===== src/rtl/mem_port_arbiter.sv =====
// Shares one memory request/response port between instruction fetch (read-only)
// and memory access (load/store); one outstanding transaction, MA priority, IF starvation guard.
module mem_port_arbiter #(
  parameter int STARVE_LIMIT = 4
) (
  input  logic        clk,
  input  logic        rst,
  input  logic [31:0] IF_Addr,
  input  logic        IF_Req_Valid,
  output logic        IF_Req_Ready,
  output logic [31:0] IF_Read_data,
  output logic        IF_Read_data_Valid,
  input  logic        IF_Read_data_Ready,
  input  logic [31:0] MA_Addr,
  input  logic        MA_MemRead,
  input  logic        MA_MemWrite,
  input  logic [31:0] MA_Write_data,
  input  logic [3:0]  MA_Write_strb,
  output logic        MA_Req_Ready,
  output logic [31:0] MA_Read_data,
  output logic        MA_Read_data_Valid,
  input  logic        MA_Read_data_Ready,
  output logic [31:0] Address,
  output logic        MemRead,
  output logic        MemWrite,
  output logic [31:0] Write_data,
  output logic [3:0]  Write_strb,
  input  logic        Mem_Req_Ready,
  input  logic [31:0] Read_data,
  input  logic        Read_data_Valid,
  output logic        Read_data_Ready,
  output logic [31:0] Conflict_Cnt
);

  typedef enum logic [1:0] {IDLE, REQ, RESP} state_t;

  localparam logic [3:0] STC_MAX = 4'(STARVE_LIMIT);
  localparam logic       OWN_IF  = 1'b0;
  localparam logic       OWN_MA  = 1'b1;

  state_t      state_reg, state_next;
  logic        own_reg, own_next;
  logic [3:0]  stc_reg, stc_next;
  logic [31:0] ar_reg, ar_next;
  logic        wr_reg, wr_next;
  logic [31:0] dr_reg, dr_next;
  logic [3:0]  sr_reg, sr_next;
  logic [31:0] conflict_cnt_reg, conflict_cnt_next;

  logic ma_req;
  logic conflict;
  logic if_win;
  logic ma_win;
  logic owner_ready;

  assign ma_req      = MA_MemRead | MA_MemWrite;
  assign conflict    = IF_Req_Valid & ma_req;
  assign if_win      = IF_Req_Valid & (~ma_req | (stc_reg == STC_MAX));
  assign ma_win      = ma_req & ~if_win;
  assign owner_ready = (own_reg == OWN_MA) ? MA_Read_data_Ready : IF_Read_data_Ready;

  always_ff @(posedge clk or negedge rst) begin
    if (!rst) begin
      state_reg        <= IDLE;
      own_reg          <= OWN_IF;
      stc_reg          <= 4'd0;
      ar_reg           <= 32'd0;
      wr_reg           <= 1'b0;
      dr_reg           <= 32'd0;
      sr_reg           <= 4'd0;
      conflict_cnt_reg <= 32'd0;
    end else begin
      state_reg        <= state_next;
      own_reg          <= own_next;
      stc_reg          <= stc_next;
      ar_reg           <= ar_next;
      wr_reg           <= wr_next;
      dr_reg           <= dr_next;
      sr_reg           <= sr_next;
      conflict_cnt_reg <= conflict_cnt_next;
    end
  end

  always_comb begin
    state_next        = state_reg;
    own_next          = own_reg;
    stc_next          = stc_reg;
    ar_next           = ar_reg;
    wr_next           = wr_reg;
    dr_next           = dr_reg;
    sr_next           = sr_reg;
    conflict_cnt_next = conflict_cnt_reg;
    case (state_reg)
      IDLE: begin
        if (conflict) conflict_cnt_next = conflict_cnt_reg + 32'd1;
        if (if_win) begin
          own_next   = OWN_IF;
          ar_next    = IF_Addr;
          wr_next    = 1'b0;
          dr_next    = 32'd0;
          sr_next    = 4'd0;
          stc_next   = 4'd0;
          state_next = REQ;
        end else if (ma_win) begin
          own_next   = OWN_MA;
          ar_next    = MA_Addr;
          wr_next    = MA_MemWrite;
          dr_next    = MA_Write_data;
          sr_next    = MA_Write_strb;
          // Only an MA win that made IF wait counts toward starvation.
          if (IF_Req_Valid && (stc_reg < STC_MAX)) stc_next = stc_reg + 4'd1;
          state_next = REQ;
        end
      end
      REQ: begin
        if (Mem_Req_Ready) state_next = wr_reg ? IDLE : RESP;
      end
      RESP: begin
        if (Read_data_Valid && owner_ready) state_next = IDLE;
      end
      default: state_next = IDLE;
    endcase
  end

  always_comb begin
    // State sits at IDLE during reset, so grants are also masked by rst.
    IF_Req_Ready       = rst & (state_reg == IDLE) & if_win;
    MA_Req_Ready       = rst & (state_reg == IDLE) & ma_win;
    Address            = ar_reg;
    Write_data         = dr_reg;
    MemRead            = (state_reg == REQ) & ~wr_reg;
    MemWrite           = (state_reg == REQ) & wr_reg;
    Write_strb         = (state_reg == REQ) ? sr_reg : 4'd0;
    Read_data_Ready    = (state_reg == RESP) & owner_ready;
    IF_Read_data_Valid = (state_reg == RESP) & (own_reg == OWN_IF) & Read_data_Valid;
    MA_Read_data_Valid = (state_reg == RESP) & (own_reg == OWN_MA) & Read_data_Valid;
    IF_Read_data       = Read_data;
    MA_Read_data       = Read_data;
    Conflict_Cnt       = conflict_cnt_reg;
  end

endmodule


===== config.mk =====
export PLATFORM = sky130hd
export DESIGN_NAME = mem_port_arbiter
export DESIGN_NICKNAME = d
export VERILOG_FILES = /design/src/rtl/mem_port_arbiter.sv
export SDC_FILE = /design/constraint.sdc
export NUM_CORES = 1
export LEC_CHECK = 0
export BUFFER_PORTS_ARGS = -buffer_cell sky130_fd_sc_hd__buf_2
export CORE_UTILIZATION = 35
export DETAILED_ROUTE_END_ITERATION = 8
export PLACE_DENSITY_LB_ADDON = 0.3
export SLEW_MARGIN = 5
export SYNTH_ARGS = -nofsm -noshare
export SYNTH_HDL_FRONTEND = slang
export SYNTH_SLANG_ARGS = --single-unit

===== constraint.sdc =====
create_clock -name clk -period 2.35 [get_ports clk]
set_input_delay 0.5875 -clock clk [delete_from_list [all_inputs] [get_ports clk]]
set_output_delay 0.5875 -clock clk [all_outputs]
set_load 0.01 [all_outputs]

# Word-level counts from Yosys, hierarchy flattened
# Cells that the tools add are included.
# word_totals
ff_bits,108
inputBits,141
out_inout_bits,171
wordCells,66
# op_classes
add_sub_neg,2
magnitude_cmp,1
eq_ne,6
mux,21
n_bitwise,19
reduce_logical,9
# op_table
operator,n
32-bit 2-to-1 mux,4
"32-bit by 1-bit adder with 32-bit output, second input constant",1
4-bit 2-to-1 mux,6
1-bit bitwise AND,13
2-bit 2-to-1 mux,5
2-bit one-hot mux with 3 select lines,1
3-bit AND reduction,2
1-bit 2-to-1 mux,5
"4-bit by 1-bit adder with 4-bit output, second input constant",1
"4-bit by 3-bit equality test with 1-bit output, second input constant",1
"4-bit by 3-bit < comparator with 1-bit output, second input constant",1
"2-bit != test, second input constant",2
1-bit NOT,4
2-bit AND reduction,2
2-bit nonzero test,2
"3-bit != test, second input constant",1
"2-bit by 1-bit equality test with 1-bit output, second input constant",1
"2-bit equality test, second input constant",1
1-bit logical AND,2
2-bit zero test,1
1-bit OR,2

# Depth between registers and ports, before layout
# depth
ltp_word,9
ltp_mapped,8
mapped_depth_nobuf,6

# Least setup slack after synthesis
# OpenSTA, ideal clock, no wires.
# synth_path
path_type,input to register
start,input IF_Req_Valid
end,register conflict_cnt_reg[28] (netlist: Conflict_Cnt[28])
setup_time_ps,79
arrival_ps,2328
required_time_ps,2271
path_slack_ps,-57
cell_stages,7
n_path_buf,3
cell_sequence,buf_2 or3b_1 or4b_1 buf_2 buf_6 nor4_2 xor2_1
# synth_between
elab_chain_cells,2
# synth_rtl
element,line,text
from (decl),9,"input logic IF_Req_Valid,"
1-bit bitwise AND,57,assign conflict = IF_Req_Valid & ma_req;
2-bit AND reduction (no line),n/a,
to (signal assigned),80,conflict_cnt_reg <= conflict_cnt_next;
to (decl),48,"logic [31:0] conflict_cnt_reg, conflict_cnt_next;"
# Every way passes these cells.
# A chain may end at the register's enable or synchronous reset.

# Worst setup path after layout
# layout_path
start,register stc_reg[1]
end,output MA_Req_Ready
# layout_between
elab_chain_cells,6
# layout_rtl
element,line,text
from (decl),43,"logic [3:0] stc_reg, stc_next;"
from (signal assigned),75,stc_reg <= stc_next;
4-bit by 3-bit equality test with 1-bit output,58,assign if_win = IF_Req_Valid & (~ma_req | (stc_reg == STC_MAX));
1-bit OR,58,
1-bit bitwise AND,58,
1-bit NOT,59,assign ma_win = ma_req & ~if_win;
1-bit bitwise AND,59,
1-bit bitwise AND,128,MA_Req_Ready = rst & (state_reg == IDLE) & ma_win;
to (decl),19,"output logic MA_Req_Ready,"
# Every way passes these cells.

==> summary.json <==
{
  "worst-setup-path-type": "flip-flop to output port",
  "worst_path_clk_slew_ns": 0.07,
  "part_of_the_yosys_area_used_for_sequential_elements_pct": 50.51,
  "clkLatencyLatePin_ns": 0.35,
  "initial_utilization_pct": 36.40,
  "synth_fp_nets": 743,
  "detail_route.wirelength_um": 13990,
  "yosys_register_bits": 108,
  "grt_pass1_vias": 4654,
  "design.core.area_um2": 14700,
  "layout-drive-gt1-share_pct": 35.07,
  "antenna_cells": 0,
  "detail_route.first_pass.iterations": 9,
  "input_output_buffers": 215,
  "cts_tree": "yes",
  "fp.dieArea_um2": 15780,
  "layout.cells.most_common_list": "sky130_fd_sc_hd__buf_2, sky130_fd_sc_hd__nand2_1, sky130_fd_sc_hd__dfrtp_1",
  "floorplan.io_pins": 312,
  "drc_errors": 15,
  "setup_violations": 0,
  "die_x_um": 125.6,
  "cts_htree_levels": 3,
  "synthDominantCellAreaShare_pct": 50.51,
  "totalNegativeSetupSlack_ns": 0,
  "finalCriticalPeriod_ns": 2.301,
  "final_core_util_pct": 44.94,
  "first_pass_grt_wire_length_um": 23670,
  "outcome": "finished, violations left",
  "endpoint_kind": "output port",
  "groute.usage.overall_pct": 18.89,
  "root_buffer_master": "sky130_fd_sc_hd__clkbuf_16",
  "worst-endpoint-arrival_ns": 1.71,
  "layout_commonest_cell": "sky130_fd_sc_hd__buf_2",
  "dpl_worst_slack_ns": -0.02970,
  "rows": 44,
  "timing.fmax_ghz": 0.4345,
  "detailedPlacementHpwl_um": 9623,
  "yosys_warnings": 0,
  "clock_tree_buffer_depth": 2,
  "syn_inst": 599,
  "finalWorstSetupSlack_ns": 0.04870,
  "hold-worst-slack_ns": 0.2962,
  "finClkSkew_ns": 0.007178,
  "timing.final.max_slew_violations": 0,
  "setup_crit_start_kind": "flip-flop",
  "n_fill_cell": 1467,
  "power_density_nw_per_um2": 1181,
  "ys_top_cells_by_area": "sky130_fd_sc_hd__dfrtp_1, sky130_fd_sc_hd__buf_4, sky130_fd_sc_hd__nand2_1",
  "tritoncts.num_buffers": 9,
  "irDropWorstVdd_mv": 0.6077,
  "synth_cell_types": 35,
  "avgSynthCellArea_um2": 8.932,
  "critical_path.max_fanout": 3,
  "post_drt_wl_per_cell_um": 15.03,
  "layout.nets": 886,
  "mappedNetlistArea_um2": 5350,
  "max_cap_viol_count": 0,
  "postRouteAntennaNets": 0,
  "static-leakage-power_uw": 0.003603,
  "final_hold_viol_count": 0,
  "detail_route.vias_per_cell": 4.846,
  "worst_slew_margin_rel_pct": 60.20,
  "crit_required_ns": 1.76,
  "grt_antenna_before_repair": 0,
  "detailedRoute.firstIterationViolations": 234,
  "min-delay-path-class": "input pin to asynchronous set/reset pin",
  "vias": 4512,
  "grt_start_max_net_pins": 109,
  "clkSinkCount": 108,
  "failing_checks": "design-rule violations",
  "globalRouteOverflowTotal": 0,
  "floorplan_die_height_um": 125.6,
  "routability_congestion_estimate": 0.7748,
  "period_utilization_pct": 97.93,
  "worstMarginPinSlew_ns": 0.5970,
  "report.power.total_uw": 7799,
  "area_delta_synth_final_pct": 23.48,
  "synth_largest_area_cell": "sky130_fd_sc_hd__dfrtp_1"
}
-- metal layers --
metal | vias to the layer above | routed length [µm] | track usage, %
met5 | - | 0 | 0
met4 | 0 | 176 | 5.093
met3 | 13 | 1208 | 7.349
met2 | 209 | 6631 | 30.85
met1 | 2094 | 5973 | 23.24
li1 | 2196 | - | -
-- through the flow --
stage                     cells  instance area (µm²)
after floorplan             599                 5396
after global placement      912                 6257
after detailed placement    912                 6257
after CTS                   928                 6570
after global routing        931                 6606
final                       931                 6606
-- what timing repair did --
action | in CTS | in global routing
hold endpoints to repair | 0 | 0
setup buffers | 0 | 3
setup endpoints to repair | 0 | 1
hold buffers | 0 | 0
resized for setup | 0 | 4
-- final cells by class --
cell class / count / area, µm² / area share, %
multi-input cells: 385 / 2073 / 31.38
clock inverters: 5 / 60.06 / 0.9091
inverters: 7 / 26.28 / 0.3977
clock buffers: 11 / 252.7 / 3.826
well taps: 184 / 230.2 / 3.485
repair buffers: 231 / 1261 / 19.09
flip-flops and latches: 108 / 2703 / 40.91
-- path summary, 6_finish.rpt --
path	slack (ns)	from	to	cells after the start
worst max-delay path	0.05	stc_reg[1]	MA_Req_Ready	6
worst min-delay path	0.30	rst	sr_reg[1]	2
worst max register to register	0.21	state_reg[0]	Conflict_Cnt[25]	5
worst min register to register	0.46	Write_data[28]	Write_data[28]	2
max in group asynchronous	1.58	rst	Address[2]	2
min in group clk	0.43	Mem_Req_Ready	state_reg[0]	2
-- critical path, stage by stage, from the launching register on --
cell                      delay (ns)
sky130_fd_sc_hd__dfrtp_1        0.37
sky130_fd_sc_hd__inv_1          0.05
sky130_fd_sc_hd__ha_1           0.18
sky130_fd_sc_hd__and3b_2        0.23
sky130_fd_sc_hd__o21a_4         0.21
sky130_fd_sc_hd__nor3_2         0.16
sky130_fd_sc_hd__buf_2          0.17
-- cells by family (layout without fill, tap and decap cells) --
logic type / Yosys count / after routing / share of synthesized area, %
DFF: 108 / 108 / 50.51
muxes: 3 / 3 / 0.6080
buffers and inverters: 106 / 254 / 12.14
adders and majority gates: 3 / 3 / 0.7017
and+or+nand+nor: 271 / 271 / 23.60
AOI/OAI and AO/OA: 77 / 77 / 7.367
xor gates and xnor gates: 31 / 31 / 5.075
-- synth_stat cells (all sizes together) --
| cell type | n |
|---|---|
| nand2 | 121 |
| dfrtp | 108 |
| buf | 70 |
| a21oi | 68 |
| nor2 | 47 |
| nand3 | 46 |
| clkbuf | 29 |
| xor2 | 24 |
| nand4 | 11 |
| nor3 | 11 |
| nor4 | 11 |
| and2 | 7 |
| inv | 7 |
| xnor2 | 7 |
| o21ai | 6 |
| and3 | 3 |
| and4 | 3 |
| ha | 3 |
| nor2b | 3 |
| mux2 | 2 |
| nand2b | 2 |
| o21a | 2 |
| a22o | 1 |
| and3b | 1 |
| and4b | 1 |
| mux2i | 1 |
| nor3b | 1 |
| or2 | 1 |
| or3b | 1 |
| or4b | 1 |
-- power by group --
| group | switching [µW] | internal [µW] |
|---|---|---|
| combinational | 1950 | 1310 |
| clock | 698 | 887 |
| sequential | 413 | 2540 |
| total | 3060 | 4740 |
Power figures use the tool's default switching activity.
